===== config.mk =====
export PLATFORM = sky130hd
export DESIGN_NAME = snac_serial_poller
export DESIGN_NICKNAME = d
export VERILOG_FILES = /design/src/rtl/snac_serial_poller.sv
export SDC_FILE = /design/constraint.sdc
export NUM_CORES = 1
export LEC_CHECK = 0
export ABC_CLOCK_PERIOD_IN_PS = 5500
export BUFFER_PORTS_ARGS = -buffer_cell sky130_fd_sc_hd__buf_4
export CAP_MARGIN = 20
export CORE_MARGIN = 2
export CORE_UTILIZATION = 30
export CTS_CLUSTER_SIZE = 14
export DETAILED_ROUTE_END_ITERATION = 10
export MAX_ROUTING_LAYER = met4
export PLACE_DENSITY_LB_ADDON = 0.12
export SLEW_MARGIN = 20
export SYNTH_ARGS = -nofsm -noshare
export SYNTH_HDL_FRONTEND = slang
export SYNTH_SLANG_ARGS = --single-unit

===== constraint.sdc =====
create_clock -name i_clk -period 5.5 [get_ports i_clk]
set_input_delay 0.275 -clock i_clk [delete_from_list [all_inputs] [get_ports i_clk]]
set_output_delay 0.275 -clock i_clk [all_outputs]
set_load 0.02 [all_outputs]

===== src/rtl/snac_serial_poller.sv =====
// SNAC shift-register pad poller: latch/clock sequencing and two-player
// deserialisation into active-high button words with a one-cycle strobe.
module snac_serial_poller #(
   parameter int CLK_DIV     = 4,
   parameter int NUM_BITS    = 16,
   parameter int POLL_PERIOD = 48000
) (
   input  logic        i_clk,
   input  logic        i_rst,
   input  logic        i_ena,
   input  logic        i_dat1,
   input  logic        i_dat2,
   output logic        o_latch,
   output logic        o_clk,
   output logic [15:0] o_p1_btn,
   output logic [15:0] o_p2_btn,
   output logic        o_valid,
   output logic        o_busy
);

   localparam int CW = $clog2(POLL_PERIOD + 1);
   localparam int PW = $clog2(2 * CLK_DIV + 1);

   localparam logic [CW-1:0] CNT_LAST = CW'(POLL_PERIOD - 1);
   localparam logic [PW-1:0] LAT_LAST = PW'(2 * CLK_DIV - 1);
   localparam logic [PW-1:0] BIT_LAST = PW'(CLK_DIV - 1);
   localparam logic [3:0]    IDX_LAST = 4'(NUM_BITS - 1);

   typedef enum logic [2:0] {
      IDLE,
      LATCH,
      BIT_LO,
      BIT_HI,
      DONE
   } state_t;

   state_t        state, state_n;
   logic [CW-1:0] cnt, cnt_n;
   logic [PW-1:0] ph, ph_n;
   logic [3:0]    idx, idx_n;
   logic [15:0]   sh1, sh1_n;
   logic [15:0]   sh2, sh2_n;

   always_ff @(posedge i_clk) begin
      if (i_rst) begin
         state    <= IDLE;
         cnt      <= '0;
         ph       <= '0;
         idx      <= '0;
         sh1      <= '0;
         sh2      <= '0;
         o_latch  <= 1'b0;
         o_clk    <= 1'b1;
         o_p1_btn <= '0;
         o_p2_btn <= '0;
         o_valid  <= 1'b0;
      end else begin
         state   <= state_n;
         cnt     <= cnt_n;
         ph      <= ph_n;
         idx     <= idx_n;
         sh1     <= sh1_n;
         sh2     <= sh2_n;
         // Pad outputs are decoded from the next state so they align with it
         o_latch <= (state_n == LATCH);
         o_clk   <= (state_n != BIT_LO);
         o_valid <= (state_n == DONE);
         if (state_n == DONE) begin
            o_p1_btn <= sh1_n;
            o_p2_btn <= sh2_n;
         end
      end
   end

   assign o_busy = (state != IDLE);

   always_comb begin
      state_n = state;
      cnt_n   = cnt;
      ph_n    = ph + 1'b1;
      idx_n   = idx;
      sh1_n   = sh1;
      sh2_n   = sh2;
      unique case (state)
         IDLE: begin
            ph_n = '0;
            if (!i_ena) begin
               cnt_n = '0;
            end else if (cnt == CNT_LAST) begin
               cnt_n   = '0;
               state_n = LATCH;
            end else begin
               cnt_n = cnt + 1'b1;
            end
         end
         LATCH: begin
            if (ph == LAT_LAST) begin
               ph_n    = '0;
               idx_n   = '0;
               sh1_n   = '0;
               sh2_n   = '0;
               state_n = BIT_LO;
            end
         end
         BIT_LO: begin
            if (ph == BIT_LAST) begin
               ph_n       = '0;
               sh1_n[idx] = ~i_dat1;
               sh2_n[idx] = ~i_dat2;
               state_n    = BIT_HI;
            end
         end
         BIT_HI: begin
            if (ph == BIT_LAST) begin
               ph_n = '0;
               if (idx == IDX_LAST) begin
                  state_n = DONE;
               end else begin
                  idx_n   = idx + 1'b1;
                  state_n = BIT_LO;
               end
            end
         end
         DONE: begin
            ph_n    = '0;
            cnt_n   = '0;
            state_n = IDLE;
         end
         default: begin
            ph_n    = '0;
            cnt_n   = '0;
            state_n = IDLE;
         end
      endcase
   end

endmodule

==> impl_metrics.ini, run 1 <==
[floorplanning]
row_count = 42
die_x_um = 120
pin_count = 41
start_util = 0.307
die_h_um = 120
dieArea_um2 = 14500
core_area_um2 = 13200

[critical_path]
critPathCapture = o_p2_btn[3]$_SDFFE_PP0N_
rr_endpoint = o_p2_btn[3]$_SDFFE_PP0N_
worstPathRequired_ns = 5.77
startpoint_type = flop
critical_path_class = reg -> reg
crit_start = ph[0]$_SDFF_PP0_
rrSetupSlack_ns = 2.88
worstSetupEndpointType = flop
cp_max_fo = 62
critPathArrivalTime_ns = 2.89
worstReg2RegStart = ph[0]$_SDFF_PP0_
rr_worst_depth = 6

[drt]
dr_total_vias = 3233
drtPass1Iterations = 4
avgRoutedWirePerCell_um = 14.5
viasPerCell = 4.93
wl_mm = 9.52
antenna_left = 0
drc = 0
drt_iter0_markers = 140

[layout]
nets = 486
fill_cells = 1404
antenna_cells = 0
finalNonFillerCells = 656
layout-drive-gt1-share = 0.158
area_growth_pct = 15.7
postLayoutCoreUtil = 0.355

[clock_network]
clock_tree.buffer_depth = 2
post_cts_buffers = 0
cts-buffers-inserted = 9
cts_tree = built
clock_latency_ns = 0.35
cts_resized = 0
path_clk_slew_ns = 0.06
htreeDepth = 3
cts_root_buffer = clkbuf_16
ctsHoldBuffers = 0
cts.sink_count = 94

[power]
p_total_mw = 1.29
ir_drop_mv = 0.137
p_leak_nw = 1.62
cellPowerDensity_nw_per_um2 = 274

[place]
hpwl_mm = 6.47
placedCellCount = 640
io_buffer_count = 40
routabilityCongestion = 0.761

[status]
status = completed

[timing]
rsz0062_at_grt = false
post-route-min-period_ns = 2.62
final.period_utilization = 0.477
hold_viol_final = 0
skew_ns = 0.00526
tightest_slew_ns = 1.06
fin_tns_setup_ns = 0
setup-violations-final = 0
maxSlewViolCount = 0
fmaxAchievable_mhz = 381
max_slew_margin = 0.295

[global_routing]
antenna_found_initial = 0
grt_pass1_wl_mm = 15.7
grt_max_degree = 81
grt_pass1_vias = 2988
grtUsageTotal = 0.141
grt.overflow.total = 0

[yosys]
async_flop_share = 0
synth_edf_count = 0
ys_seq_area_frac = 0.462
ys_warn_count = 0
ys_types = 60
synth_ff_type = dfxtp_1
syn_area_um2 = 4070
syn_nets = 470
syn_avg_cell_area_um2 = 8.86
syn_inst = 459
ys_ff_latch = 94

[worst_hold_path]
worstHoldPathType = in -> reg

[flow_run]
maxCapViolations = 0
==> routing by layer <==
layer | up-vias | routed length [um] | global-route usage
met5 | - | 0 | -
met4 | 0 | 157 | 0.0589
met3 | 12 | 242 | 0.0297
met2 | 40 | 4190 | 0.202
met1 | 1511 | 4930 | 0.193
li1 | 1670 | - | -
==> worst min-delay path by stage <==
stage	startpoint	end	slack [ns]	depth (start not counted)
after floorplan	ph[0]$_SDFF_PP0_	ph[0]$_SDFF_PP0_	0.43	1
after global placement	ph[0]$_SDFF_PP0_	ph[0]$_SDFF_PP0_	0.44	1
after detailed placement	o_p1_btn[15]$_SDFFE_PP0N_	o_p1_btn[15]$_SDFFE_PP0N_	0.45	2
after CTS	i_dat2	sh2[15]$_SDFF_PP0_	0.40	4
after global routing	i_dat2	sh2[15]$_SDFF_PP0_	0.42	4
final	i_dat2	sh2[15]$_SDFF_PP0_	0.40	4
==> state kept, by name, indices dropped and copies added (netlist names), 3 cells and up <==
name and count:
cnt 16, o_p1_btn 16, o_p2_btn 16, sh1 16
sh2 16, idx 4, ph 4, state 3
==> through the flow <==
step | hold WS, ns | worst slack [ns] | cell area [um2]
after floorplan | 0.427 | 3.65 | 4070
after global placement | 0.437 | 2.94 | 4420
after global routing | 0.420 | 2.52 | 4710
final | 0.399 | 2.88 | 4710
after CTS | 0.398 | 2.82 | 4700
after detailed placement | 0.446 | 2.84 | 4420
==> synthesized netlist by cell type (2+ instances only) <==
library cell / number / area, um2
buf_2: 10 / 50.1
xnor2_1: 3 / 26.3
a22oi_1: 32 / 240
nor2b_1: 6 / 37.5
a21o_1: 3 / 22.5
nand2b_1: 6 / 37.5
ha_1: 6 / 75.1
nor3_1: 4 / 20.0
or3_1: 3 / 18.8
dfxtp_1: 94 / 1880
a22o_1: 3 / 26.3
a21oi_1: 14 / 70.1
nor4_1: 5 / 31.3
o21ai_1: 9 / 45.0
clkbuf_2: 2 / 10.0
o21ai_0: 19 / 95.1
nor3_2: 2 / 20.0
nand4_1: 3 / 18.8
inv_1: 4 / 15.0
and2_0: 3 / 18.8
nand2_1: 15 / 56.3
a211oi_1: 29 / 218
buf_6: 3 / 33.8
and2_1: 3 / 18.8
nor3b_1: 3 / 22.5
clkbuf_1: 17 / 63.8
nor2_1: 100 / 375
nor4bb_1: 2 / 20.0
buf_1: 2 / 7.51
nand4bb_1: 4 / 45.0
and3_1: 7 / 43.8
nand3_1: 11 / 55.1
mux2i_1: 5 / 50.1
==> kinds of logic after synthesis <==
group	after synthesis	share of synthesized area
buf+inv	39	0.0461
compound gates	120	0.207
fa+ha+maj	6	0.0184
simple gates	191	0.245
xor+xnor	4	0.00861
mux	5	0.0123
flops	94	0.462
==> power breakdown <==
group / internal, mW / switching [mW]
Sequential: 0.681 / 0.000742
Clock: 0.319 / 0.268
Combinational: 0.00569 / 0.0170
==> area by class of cell <==
cell class                 count  area [um2]  area share
multi-input combinational    326        2010       0.427
sequential                    94        1880       0.400
timing repair buffer          40         300      0.0638
clock buffer                  11         243      0.0516
tap                          176         220      0.0468
clock inverter                 5        35.0     0.00744
inverter                       4        15.0     0.00319
==> placed cells by master (no fill, tap or decap), drive strengths merged, types with 4 or more instances in the layout <==
master / Yosys / layout
nor2: 102 / 102
dfxtp: 94 / 94
buf: 16 / 40
a22oi: 32 / 32
a211oi: 30 / 30
o21ai: 29 / 29
nand2: 16 / 16
a21oi: 14 / 14
nand3: 12 / 12
clkbuf: 19 / 11
and3: 7 / 7
nor2b: 6 / 6
nand2b: 6 / 6
ha: 6 / 6
and2: 6 / 6
nor3: 6 / 6
nor4: 5 / 5
mux2i: 5 / 5
nand4bb: 5 / 5
inv: 4 / 4
nor3b: 4 / 4
clkinv: 0 / 4
==> worst max-delay path, stage by stage, from the launching register on <==
cell and delay [ns]:
dfxtp_1 0.35, ha_1 0.38, nand4bb_1 0.27, nor2_1 0.29, and2_2 0.88, nor2_1 0.11
a211oi_2 0.22
Note: power is estimated with default switching activity, not from simulation.
==> inputs of run 2 (changes only) <==
Settings changed: ABC_CLOCK_PERIOD_IN_PS 5500 to 2700.
Clock period 5.5 ns to 2.7 ns, I/O delays scaled along.
==> run 2 against run 1 <==
Compared with the run above: non-clock buffer count rose by 11; maximum frequency increased by 21%; setup slack worse by 2.3 ns; wire length up 6.1%; largest cell class unchanged; largest power group unchanged; critical path depth is the same; die area unchanged; clock skew rose by 0.0051 ns; highest routed layer unchanged.
==> impl_metrics.ini, run 2 (synthesized netlist as in run 1, its figures left out) <==
[status]
status = completed

[drt]
drtPass1Iterations = 5
dr_total_vias = 3277
drt_iter0_markers = 153
antenna_left = 0
viasPerCell = 4.91
wl_mm = 10.1
drc = 0
avgRoutedWirePerCell_um = 15.1

[layout]
nets = 497
layout-drive-gt1-share = 0.175
area_growth_pct = 18.0
final_cell_mix = 100 x nor2_1, 94 x dfxtp_1, 49 x buf_4
antenna_cells = 0
postLayoutCoreUtil = 0.363
fill_cells = 1411
layout_commonest_cell = nor2_1

[power]
combinationalPowerShare = 0.019
p_sw_mw = 0.597
cellPowerDensity_nw_per_um2 = 546
p_leak_nw = 1.67
ir_drop_mv = 0.340
seqPwrFrac = 0.529
power.share.switching = 0.228
p_int_mw = 2.03
power.share.clock = 0.452

[timing]
fin_hold_ws_ns = 0.224
max_slew_margin = 0.670
final.period_utilization = 0.803
tightest_slew_ns = 0.495
fin_tns_setup_ns = 0
hold_viol_final = 0
skew_ns = 0.0103
maxSlewViolCount = 0
post-route-min-period_ns = 2.17
fmaxAchievable_mhz = 461
rsz0062_at_grt = false
setup-violations-final = 0

[place]
routabilityCongestion = 0.815
hpwl_mm = 7.11
io_buffer_count = 40

[clock_network]
htreeDepth = 3
clock_tree.buffer_depth = 2
ctsHoldBuffers = 0
cts_root_buffer = clkbuf_16
cts-buffers-inserted = 9
path_clk_slew_ns = 0.07
post_cts_buffers = 0
cts_resized = 0
cts.sink_count = 94
clock_latency_ns = 0.35
cts_tree = built

[global_routing]
grt_max_degree = 42
grtUsageTotal = 0.148
grt.overflow.total = 0
antenna_found_initial = 0
grt_pass1_vias = 3157
grt_pass1_wl_mm = 16.5

[flow_run]
maxCapViolations = 0

[floorplanning]
die_h_um = 120
row_count = 42
dieArea_um2 = 14500
die_x_um = 120
pin_count = 41
start_util = 0.307
core_area_um2 = 13200

[critical_path]
worstPathRequired_ns = 2.96
critPathArrivalTime_ns = 2.42
startpoint_type = flop
critical_path_class = reg -> reg
worstSetupEndpointType = flop
cp_max_fo = 11

[worst_hold_path]
worstHoldPathType = in -> reg
## run 2: cell count changes in the layout (fill, tap and decap cells not counted), sizes merged
cell,change
buf,+11
clkbuf,-2
clkinv,+1
clkinvlp,+1
## run 2: per-layer routing
layer / global-route usage / vias up / routed length [um]
met2: 0.221 / 46 / 4590
met4: 0.0356 / 0 / 103
met1: 0.198 / 1530 / 5030
met5: - / - / 0
li1: - / 1693 / -
met3: 0.0439 / 8 / 373
## run 2: worst paths after layout
path	depth (start not counted)	end	start	slack, ns
setup / recovery	6	o_p2_btn[10]$_SDFFE_PP0N_	ph[0]$_SDFF_PP0_	0.53
hold reg to reg	2	o_p1_btn[15]$_SDFFE_PP0N_	o_p1_btn[15]$_SDFFE_PP0N_	0.46
setup reg to reg	6	o_p2_btn[10]$_SDFFE_PP0N_	ph[0]$_SDFF_PP0_	0.53
hold / removal	2	sh1[15]$_SDFF_PP0_	i_rst	0.22
## run 2: layout make-up
type | count | area (um2) | area share
Multi-Input combinational cell | 326 | 2000 | 0.417
Sequential cell | 94 | 1880 | 0.392
Timing Repair Buffer | 51 | 408 | 0.0849
Clock buffer | 9 | 225 | 0.0469
Tap cell | 176 | 220 | 0.0459
Clock inverter | 7 | 51.3 | 0.0107
Inverter | 4 | 15.0 | 0.00313
## run 2: power by group through the flow
| stage | clock, mW | sequential (mW) | combinational, mW |
|---|---|---|---|
| CTS | 1.24 | 1.39 | 0.0501 |
| global route | 1.28 | 1.39 | 0.0545 |
| finish | 1.18 | 1.39 | 0.0494 |
| detailed placement | 0 | 1.42 | 0.0501 |
| global placement | 0 | 1.42 | 0.0494 |
| floorplan | 0 | 1.42 | 0.0388 |
## run 2: critical path: stages, from the launching register on
cell	delay, ns
dfxtp_1	0.36
ha_1	0.41
nor2b_1	0.22
nor2b_1	0.21
and2_0	0.43
a22oi_1	0.19
a211oi_1	0.26
## run 2: per-stage QoR
| stage | power, mW | cell area [um2] | std cells | setup slack [ns] |
|---|---|---|---|---|
| final | 2.62 | 4800 | 667 | 0.531 |
| after global routing | 2.72 | 4800 | 667 | 0.346 |
| after CTS | 2.67 | 4800 | 667 | 0.509 |
| after detailed placement | 1.47 | 4530 | 651 | 0.541 |
| after global placement | 1.47 | 4530 | 651 | 0.626 |
| after floorplan | 1.46 | 4070 | 459 | 0.849 |
==> inputs of run 3 (changes only) <==
Settings changed: ABC_CLOCK_PERIOD_IN_PS 2700 to 2140.
Clock period 2.7 ns to 2.14 ns, I/O delays scaled along.
==> run 3 against run 2 <==
Compared with the run above: power grew 32%; sequential share of layout area shrank 1.2 points; design area grew 3.1%; die area is the same; clock power grew 39%; first-iteration DRC count grew 19%; count of clock-buffer cells in the layout grew 3; final cell count grew 2.2%; register-to-register slack lost 0.43 ns; combinational power grew 31%; wire length grew 0.72%; critical path type unchanged; critical endpoint is now o_p2_btn[6]$_SDFFE_PP0N_; highest routed layer unchanged.
==> impl_metrics.ini, run 3 (synthesized netlist as in run 1, its figures left out) <==
[clock_network]
cts_root_buffer = clkbuf_16
cts_tree = built
cts.sink_count = 94
cts-buffers-inserted = 9
clock_latency_ns = 0.35
ctsHoldBuffers = 0
htreeDepth = 3
path_clk_slew_ns = 0.07
clock_tree.buffer_depth = 2

[layout]
layout-drive-gt1-share = 0.206
fill_cells = 1387
nets = 512
layout_commonest_cell = nor2_1
area_growth_pct = 21.7
final_cell_mix = 100 x nor2_1, 93 x dfxtp_1, 65 x buf_4
antenna_cells = 0
final_area_um2 = 4950

[timing]
fin_tns_setup_ns = 0
setup-violations-final = 0
post-route-min-period_ns = 2.04
rsz0062_at_grt = false
max_slew_margin = 0.618
skew_ns = 0.00402
tightest_slew_ns = 0.573
hold_viol_final = 0
maxSlewViolCount = 0
final.period_utilization = 0.952
fmaxAchievable_mhz = 491

[power]
p_int_mw = 2.71
cellPowerDensity_nw_per_um2 = 698
ir_drop_mv = 0.334
p_sw_mw = 0.744
p_total_mw = 3.46
seqPwrFrac = 0.506
power.share.clock = 0.475
p_leak_nw = 1.77
power.share.switching = 0.215
combinationalPowerShare = 0.019

[floorplanning]
core_area_um2 = 13200
row_count = 42
die_h_um = 120
pin_count = 41
start_util = 0.307
die_x_um = 120
dieArea_um2 = 14500

[critical_path]
crit_chain = or3b_4 > or2_1 > nor2_1 > a22oi_1 > a211oi_1
rrSetupSlack_ns = 0.10
cp_max_fo = 9
rr_worst_depth = 5
worstSetupEndpointType = flop
rr_endpoint = o_p2_btn[6]$_SDFFE_PP0N_
critPathArrivalTime_ns = 2.30
startpoint_type = flop
critical_path_class = reg -> reg
cp_slowest_cell = or3b_4
worstReg2RegStart = state[2]$_SDFF_PP0_
cp_slowest_stage_delay_ns = 0.47
worstPathRequired_ns = 2.40

[drt]
drc = 0
antenna_left = 0
dr_total_vias = 3388
drtPass1Iterations = 4
drt_iter0_markers = 182
avgRoutedWirePerCell_um = 14.9
viasPerCell = 4.97
wl_mm = 10.2

[global_routing]
grt_pass1_wl_mm = 17.1
grt.overflow.total = 0
grt_max_degree = 55
use_met2 = 0.222
globalRouteMet3Util = 0.0292
busiest_layer = met2
grtUsageMet1 = 0.212
grtUsageTotal = 0.154
grt_pass1_vias = 3326
antenna_found_initial = 0

[status]
status = completed

[flow_run]
maxCapViolations = 0

[worst_hold_path]
hold_end = cnt[0]$_SDFFE_PP0N_
worstHoldPathCells = 2
min-delay-start = i_rst
worstHoldPathType = in -> reg

[place]
io_buffer_count = 40
placed_area_um2 = 4630
hpwl_mm = 7.25
routabilityCongestion = 0.778
[run 3: cell count changes in the layout (fill, tap and decap cells not counted), sizes merged]
cell | previous run | this run
bufinv | 0 | 1
clkinv | 5 | 1
buf | 51 | 66
clkinvlp | 2 | 1
inv | 4 | 5
clkbuf | 9 | 12
[run 3: power groups by stage]
| stage | combinational [mW] | sequential, mW | clock, mW |
|---|---|---|---|
| after global routing | 0.0715 | 1.75 | 1.76 |
| final | 0.0646 | 1.75 | 1.64 |
| after floorplan | 0.0489 | 1.79 | 0 |
| after global placement | 0.0627 | 1.79 | 0 |
| after CTS | 0.0637 | 1.75 | 1.69 |
| after detailed placement | 0.0636 | 1.79 | 0 |
[run 3: timing repair]
action	CTS	global route
setup endpoints to repair	1	32
gates resized for setup	1	5
buffers inserted	0	0
gates cloned	0	0
[run 3: how the worst max path moves through the flow]
stage                              from                        to  slack, ns  cells after the start
finish              state[2]$_SDFF_PP0_  o_p2_btn[6]$_SDFFE_PP0N_       0.10                      5
global placement    state[2]$_SDFF_PP0_        o_latch$_SDFF_PP0_      -0.09                      5
detailed placement  state[2]$_SDFF_PP0_        o_latch$_SDFF_PP0_      -0.09                      5
global route        idx[0]$_SDFFE_PP0P_  o_p2_btn[4]$_SDFFE_PP0N_      0.008                      7
CTS                 state[2]$_SDFF_PP0_        o_latch$_SDFF_PP0_       0.01                      5
floorplan              ph[0]$_SDFF_PP0_  o_p1_btn[9]$_SDFFE_PP0N_       0.29                      8
[run 3: metrics by stage]
stage | setup WS, ns | instances | utilization | hold slack, ns
floorplan | 0.289 | 459 | - | 0.411
global placement | -0.0914 | 666 | 0.349 | 0.438
detailed placement | -0.0885 | 666 | 0.349 | 0.447
CTS | 0.0134 | 682 | 0.373 | 0.140
global route | 0.00801 | 682 | 0.374 | 0.167
finish | 0.104 | 682 | 0.374 | 0.157
[run 3: layout make-up]
type | count | area [um2] | share of cell area
clock buffers | 12 | 246 | 0.0498
clock inverters | 4 | 55.1 | 0.0111
inverters | 4 | 15.0 | 0.00303
multi-input cells | 326 | 2020 | 0.409
flip-flops and latches | 94 | 1880 | 0.380
well taps | 176 | 220 | 0.0445
repair buffers | 66 | 508 | 0.103
[run 3: per-layer routing]
| metal | vias up | part of all wire |
|---|---|---|
| met5 | - | 0 |
| met2 | 43 | 0.45 |
| li1 | 1723 | - |
| met4 | 0 | 0.018 |
| met3 | 14 | 0.025 |
| met1 | 1608 | 0.51 |
[run 3: critical path: cells and delay by family, from the launching register on]
| family | cells | cell delay (ns) |
|---|---|---|
| AO/OA/AOI/OAI | 2 | 0.47 |
| flip-flops | 1 | 0.40 |
| AND/OR/NAND/NOR | 3 | 1.10 |
